==> config.mk <==
export PLATFORM = sky130hd
export DESIGN_NAME = systolic_deskew
export DESIGN_NICKNAME = d
export VERILOG_FILES = /design/src/rtl/systolic_pkg.sv /design/src/rtl/deskew_lane.sv /design/src/rtl/systolic_deskew.sv
export SDC_FILE = /design/constraint.sdc
export NUM_CORES = 1
export LEC_CHECK = 0
export ABC_AREA = 1
export BUFFER_PORTS_ARGS = -buffer_cell sky130_fd_sc_hd__buf_2
export CAP_MARGIN = 25
export CORE_MARGIN = 1
export CORE_UTILIZATION = 45
export CTS_BUF_LIST = sky130_fd_sc_hd__clkbuf_8 sky130_fd_sc_hd__clkbuf_16
export CTS_CLUSTER_DIAMETER = 80
export DETAILED_ROUTE_END_ITERATION = 8
export GPL_ROUTABILITY_DRIVEN = 1
export PLACE_DENSITY = 0.71
export SKIP_LAST_GASP = 1
export SLEW_MARGIN = 20
export SYNTH_ARGS = -nofsm -noshare
export SYNTH_HDL_FRONTEND = slang
export SYNTH_HIERARCHICAL = 1
export SYNTH_SLANG_ARGS = --single-unit
==> constraint.sdc <==
create_clock -name clk -period 1.4 [get_ports clk]
set_input_delay 0 -clock clk [delete_from_list [all_inputs] [get_ports clk]]
set_output_delay 0 -clock clk [all_outputs]
set_load 0.02 [all_outputs]
==> src/rtl/systolic_pkg.sv <==
// Shared definitions for the systolic array support blocks:
// deskew FSM state encoding and a constant-capable ceil(log2) helper.
package systolic_pkg;

   typedef enum logic [1:0] {
      DESKEW_STATE_IDLE    = 2'd0,
      DESKEW_STATE_COLLECT = 2'd1,
      DESKEW_STATE_DONE    = 2'd2
   } deskew_state_t;

   function automatic int unsigned clog2(input int unsigned value);
      int unsigned bits;
      bits = 0;
      for (int unsigned rem = value - 1; rem > 0; rem = rem >> 1) begin
         bits = bits + 1;
      end
      return bits;
   endfunction

endpackage

==> src/rtl/deskew_lane.sv <==
// Fixed-depth word delay line for one deskew lane; DEPTH=0 degenerates
// to a wire so the last lane feeds the output stage directly.
module deskew_lane #(
   parameter int unsigned WORD_SIZE = 8,
   parameter int unsigned DEPTH     = 0
) (
   input  logic                 clk,
   input  logic                 clear,
   input  logic [WORD_SIZE-1:0] d,
   output logic [WORD_SIZE-1:0] q
);

   generate
      if (DEPTH == 0) begin : g_wire
         logic unused_clocking;
         assign unused_clocking = clk ^ clear;
         assign q = d;
      end else begin : g_reg
         logic [WORD_SIZE-1:0] stage [DEPTH];

         always_ff @(posedge clk or negedge clear) begin
            if (!clear) begin
               for (int unsigned i = 0; i < DEPTH; i++) begin
                  stage[i] <= '0;
               end
            end else begin
               stage[0] <= d;
               for (int unsigned i = 1; i < DEPTH; i++) begin
                  stage[i] <= stage[i-1];
               end
            end
         end

         assign q = stage[DEPTH-1];
      end
   endgenerate

endmodule

==> src/rtl/systolic_deskew.sv <==
// Realigns staggered systolic-array column outputs into whole rows and counts
// rows per frame. Define DESKEW_ZERO_GATE_EN to zero out_data on non-valid cycles.
module systolic_deskew
   import systolic_pkg::*;
#(
   parameter int unsigned WORD_SIZE = 8,
   parameter int unsigned LANES     = 4,
   parameter int unsigned ROWS      = 4
) (
   input  logic                          clk,
   input  logic                          clear,
   input  logic                          start,
   input  logic [LANES*WORD_SIZE-1:0]    in_data,
   input  logic                          in_valid,
   output logic [LANES*WORD_SIZE-1:0]    out_data,
   output logic                          out_valid,
   output logic [clog2(ROWS+1)-1:0]      row_count,
   output logic                          busy,
   output logic                          frame_done
);

   localparam int unsigned DW = LANES * WORD_SIZE;
   localparam int unsigned CW = clog2(ROWS + 1);
   localparam logic [CW-1:0] LAST_ROW = CW'(ROWS - 1);

   deskew_state_t state;
   logic [DW-1:0] aligned;
   logic [DW-1:0] next_data;
   logic          aligned_valid;
   logic          emit;

   // Lane 0 sits in the most significant word; lane k is delayed LANES-1-k cycles.
   genvar k;
   generate
      for (k = 0; k < LANES; k++) begin : g_lane
         deskew_lane #(
            .WORD_SIZE (WORD_SIZE),
            .DEPTH     (LANES - 1 - k)
         ) u_lane (
            .clk   (clk),
            .clear (clear),
            .d     (in_data[(LANES-1-k)*WORD_SIZE +: WORD_SIZE]),
            .q     (aligned[(LANES-1-k)*WORD_SIZE +: WORD_SIZE])
         );
      end
   endgenerate

   deskew_lane #(
      .WORD_SIZE (1),
      .DEPTH     (LANES - 1)
   ) u_valid (
      .clk   (clk),
      .clear (clear),
      .d     (in_valid),
      .q     (aligned_valid)
   );

   always_comb begin
      emit = (state == DESKEW_STATE_COLLECT) && aligned_valid;
`ifdef DESKEW_ZERO_GATE_EN
      next_data = emit ? aligned : '0;
`else
      next_data = aligned;
`endif
   end

   always_ff @(posedge clk or negedge clear) begin
      if (!clear) begin
         state      <= DESKEW_STATE_IDLE;
         out_data   <= '0;
         out_valid  <= 1'b0;
         row_count  <= '0;
         busy       <= 1'b0;
         frame_done <= 1'b0;
      end else begin
         out_data   <= next_data;
         out_valid  <= emit;
         frame_done <= 1'b0;
         case (state)
            DESKEW_STATE_IDLE: begin
               if (start) begin
                  state     <= DESKEW_STATE_COLLECT;
                  row_count <= '0;
                  busy      <= 1'b1;
               end
            end
            DESKEW_STATE_COLLECT: begin
               if (aligned_valid) begin
                  row_count <= row_count + 1'b1;
                  if (row_count == LAST_ROW) begin
                     frame_done <= 1'b1;
                     busy       <= 1'b0;
                     state      <= DESKEW_STATE_DONE;
                  end
               end
            end
            DESKEW_STATE_DONE: begin
               state <= DESKEW_STATE_IDLE;
            end
            default: begin
               state <= DESKEW_STATE_IDLE;
               busy  <= 1'b0;
            end
         endcase
      end
   end

endmodule

-- After elaboration in Yosys (flattened, before gate mapping)
Index checks and enable logic that the tools add are counted.
- input bits: 36
- flip-flop bits (word level): 91
- equality and inequality tests: 6
- mux-type cells: 14
- reductions and logical operators: 6
- $add $sub $neg: 1
- bitwise operators: 1
- operators by type and width (kind ; count):
    2-to-1 mux 1 bit ; 6
    2-to-1 mux 2 bit ; 3
    2-to-1 mux 3 bit ; 2
    one-hot mux 3 bit (2 select lines) ; 1
    AND reduction 3 bit ; 2
    inequality test 2 x 1 -> 1 bit (second input constant) ; 2
    one-hot mux 2 bit (2 select lines) ; 1
    AND reduction 4 bit ; 1
    adder 3 x 1 -> 3 bit (second input constant) ; 1
    equality test 3 x 2 -> 1 bit (second input constant) ; 1
    one-hot mux 1 bit (3 select lines) ; 1
    equality test 2 x 1 -> 1 bit (second input constant) ; 1
    equality test 2 bit (second input constant) ; 1
    logical NOT 2 bit ; 1
    inequality test 2 bit (second input constant) ; 1
    nonzero test 2 bit ; 1
    logical AND 1 bit ; 1
    inverter 1 bit ; 1

-- Logic depth before layout (Yosys ltp)
- word-level depth: 4
- depth in mapped cells: 7
- depth with buffers taken out: 7

-- Modules after synthesis
Netlist, hierarchy kept.
- modules (own cells, without submodules) (module ; times used ; cells an instance ; area an instance (µm²)):
    systolic_deskew ; 1 ; 67 ; 1144.8
    deskew_lane at g_lane[0].u_lane ; 1 ; 32 ; 660.6
    deskew_lane at g_lane[1].u_lane ; 1 ; 24 ; 460.4
    deskew_lane at g_lane[2].u_lane ; 1 ; 8 ; 200.2
    deskew_lane at u_valid ; 1 ; 3 ; 75.1
    deskew_lane at g_lane[3].u_lane ; 1 ; 8 ; 60.1

-- Worst setup path after synthesis
OpenSTA, ideal clock, no wires.
- kind: register to register
- from: reg row_count[0]
- to: reg busy
- period minus slack after synthesis: 1.243 ns
- path slack: 0.157 ns
- data required time: 1.337 ns
- library setup time: 0.063 ns
- arrival time: 1.180 ns
- stages on the path, launching flop included: 8
- path through: dfrtp_1 > ha_1 > ha_1 > nand2_1 > nand3_1 > nand3_1 > nand2_1 > inv_1
- cells in the longest elaborated chain, start to end: 3
- ends and longest elaborated chain (item ; line ; source):
    start, declared ; systolic_deskew.sv:17 ; output logic [clog2(ROWS+1)-1:0] row_count,
    start signal, assigned ; systolic_deskew.sv:89 ; row_count <= row_count + 1'b1;
    equality test 3 x 2 -> 1 bit ; systolic_deskew.sv:90 ; if (row_count == LAST_ROW) begin
    inequality test 2 x 1 -> 1 bit (no source line) ; n/a ;
    AND reduction 4 bit (no source line) ; n/a ;
    end signal, assigned ; systolic_deskew.sv:84 ; busy <= 1'b1;
    end signal, assigned ; systolic_deskew.sv:92 ; busy <= 1'b0;
    end signal, assigned ; systolic_deskew.sv:102 ; busy <= 1'b0;
    end, declared ; systolic_deskew.sv:18 ; output logic busy,
Every way passes these cells.
A chain may end at the register's enable or synchronous reset.

-- Worst setup path in the final report
Same ends and word-level chain as after synthesis.

==> impl_results.md <==
* PwrDens at 1470 mW/mm2
* RD Place Congestion at 0.703
* Post-synthesis sequential area ratio at slightly below 90%
* Slew Limit Fails at 0
* Die Area at between 0.006 and 0.007 mm2
* Fin crit period at approximately 1.3 ns
* Ys Warns at 6
* WP data arrival at 1.54 ns
* Post-Syn Area per Cell at 18.3 um2
* Largest net degree at the start of global routing at 51
* Num CTS Buffers at 9
* Hold Slack at between 0.1 and 0.15 ns
* First-pass GRT wire length at ~6000 um
* CTS clk-pin slew, worst paths at ~0.08 ns
* Synth Instances at 142
* Share of cells above drive strength 1 at between 30% and 40%
* # clock sinks at between 90 and 100
* Slew headroom at 77.2%
* Crit-path max FO at 4
* Initial Util at 47.0%
* Vias in the first global route at 1,357
* Overflow after GRT at 0
* Max Cap Viol at 0
* Fin crit share at around 90%
* DRT iter0 DRCs at 54
* DRC viols at 0
* Gr usage total at 14.0%
* Startpoint types: register
* Crit path kind: reg2reg
* Post-CTS Resized at 0
* Syn Std Cell Area at 0.00260 mm2
* Post-DP HPWL at 2320 um
* Core Footprint at between 0.005 and 0.006 mm2
* Worst min path class: in2async
* WL final at 3730 um
* Ant diodes at 0
* Vias/cell at slightly above 4
* Final setup viols at 0
* Area added between synthesis and finish at 31.7%
* Unrepaired setup endpoints after global routing: false
* Least-Margin Pin Slew at roughly 0.34 ns
* Maximum vdd ir drop at approximately 810 uV
* Final hold viol count at 0
* CTS tree: yes
* Nets at 277
* Rows at 27
* DRT Pass-1 Iters at 4
* IO Count at 74
* Avg WL per Cell at 11.8 um
* Syn Nets at between 150 and 200
* Final Skew at 0.00610 ns
* Synthesized flop and latch total at a little over 90
* CTS root buf: clkbuf_8
* Netlist cell types at 10
* Static Leakage at 1.70 nW
* Run status: completed
* Initial antenna violation count at 0
* Worst setup EP type: register
* Setup TNS at 0 ns
* Routed via count at ~1,300
* Die Ht at 78.0 um
* Die width at 78.0 um
* Data required, critical path at approximately 1.7 ns
* Max Root-Sink Buffers at 2
* F_max at 798 MHz
* Final ANT Viol Nets at 0
* CTS H-tree depth at 3
* IO buf count at 73
* Clk Latency, worst-skew pair at 0.34 ns
==> final timing paths <==
kind / slack (ns) / endpoint / depth (start not counted) / start
setup reg to reg: 0.15 / busy / 7 / row_count[0]
hold reg to reg: 0.35 / out_data[29] / 0 / g_lane[0].u_lane/q[5]
min in group clk: 0.29 / g_lane[0].u_lane/g_reg.stage[17] / 2 / in_data[25]
setup / recovery: 0.15 / busy / 7 / row_count[0]
max in group asynchronous: 0.76 / g_lane[0].u_lane/q[3] / 3 / clear
hold / removal: 0.10 / out_data[23] / 2 / clear
==> kinds of logic after synthesis <==
| kind of cell | count (synthesis) | synth area share [%] |
|---|---|---|
| AOI/OAI and AO/OA | 3 | 0.577 |
| adders and majority gates | 2 | 0.962 |
| buffers and inverters | 31 | 7.94 |
| DFF | 91 | 87.5 |
| and+or+nand+nor | 15 | 2.98 |
==> through the flow <==
stage	std cells	utilization, %	worst slack, ns	cell area (um2)	power, W
final	316	61.9	0.147	3430	0.00505
after global routing	316	61.9	0.0284	3430	0.00534
after CTS	316	61.9	0.147	3430	0.00513
after detailed placement	265	52.5	0.185	2910	0.00354
after global placement	265	52.5	0.227	2910	0.00350
after floorplan	142	-	0.157	2600	0.00331
==> layer usage <==
metal | track usage [%] | up-vias | share of wire, %
met2 | 23.1 | 46 | 53
met3 | 3.60 | 8 | 4.2
met5 | 0 | - | 0
met1 | 15.6 | 641 | 41
li1 | - | 607 | -
met4 | 10.6 | 0 | 2.0
==> area by class of cell <==
type / count / area (um2)
Fill cell: 425 / 2110
Clock inverter: 7 / 46.3
Sequential cell: 91 / 2280
Timing Repair Buffer: 110 / 746
Multi-Input combinational cell: 20 / 118
Tap cell: 72 / 90.1
Clock buffer: 9 / 124
Inverter: 7 / 26.3
==> synthesized netlist by cell type <==
| cell type | number | area share (%) |
|---|---|---|
| dfrtp_1 | 91 | 88 |
| inv_2 | 2 | 0.29 |
| inv_1 | 5 | 0.72 |
| nand3_1 | 5 | 0.96 |
| nand3_2 | 2 | 0.77 |
| o21ai_0 | 3 | 0.58 |
| ha_1 | 2 | 0.96 |
| buf_4 | 24 | 6.9 |
| nor3_1 | 2 | 0.38 |
| nand2_1 | 6 | 0.87 |
==> critical path, stage by stage (launching register included) <==
cell,delay [ns]
dfrtp_1,0.42
ha_1,0.22
ha_1,0.17
nand2_1,0.10
nand3_1,0.10
nand3_1,0.10
nand2_1,0.05
inv_1,0.04
==> what timing repair did <==
item                                   CTS  global route
buffers inserted                         0             0
endpoints found under the hold margin  125             0
hold buffers                            35             0
==> power by group <==
part / total, W / switching (W) / internal (W) / leakage (nW)
registers: 0.00291 / 0.0000884 / 0.00282 / 1.07
clock network: 0.00149 / 0.000857 / 0.000637 / 0.0864
logic: 0.000647 / 0.000387 / 0.000261 / 0.544
==> cell usage in the layout (no fill, tap or decap) <==
cell type	instances
dfrtp_1	91
buf_2	72
dlygate4sd3_1	35
clkbuf_8	9
inv_1	6
nand2_1	6
nand3_1	5
o21ai_0	3
inv_2	2
nand3_2	2
nor3_1	2
ha_1	2
clkinvlp_4	2
clkinv_2	2
clkinv_4	2
buf_4	2
buf_12	1
==> sequential cells by signal, summed over array words and instances, names as in the netlist <==
signal	flops
busy	1
frame_done	1
g_lane.u_lane/g_reg.stage	24
g_lane.u_lane/q	24
out_data	32
out_valid	1
row_count	3
state	2
u_valid/g_reg.stage	2
u_valid/q	1
Note: power is estimated with default switching activity, not from simulation.
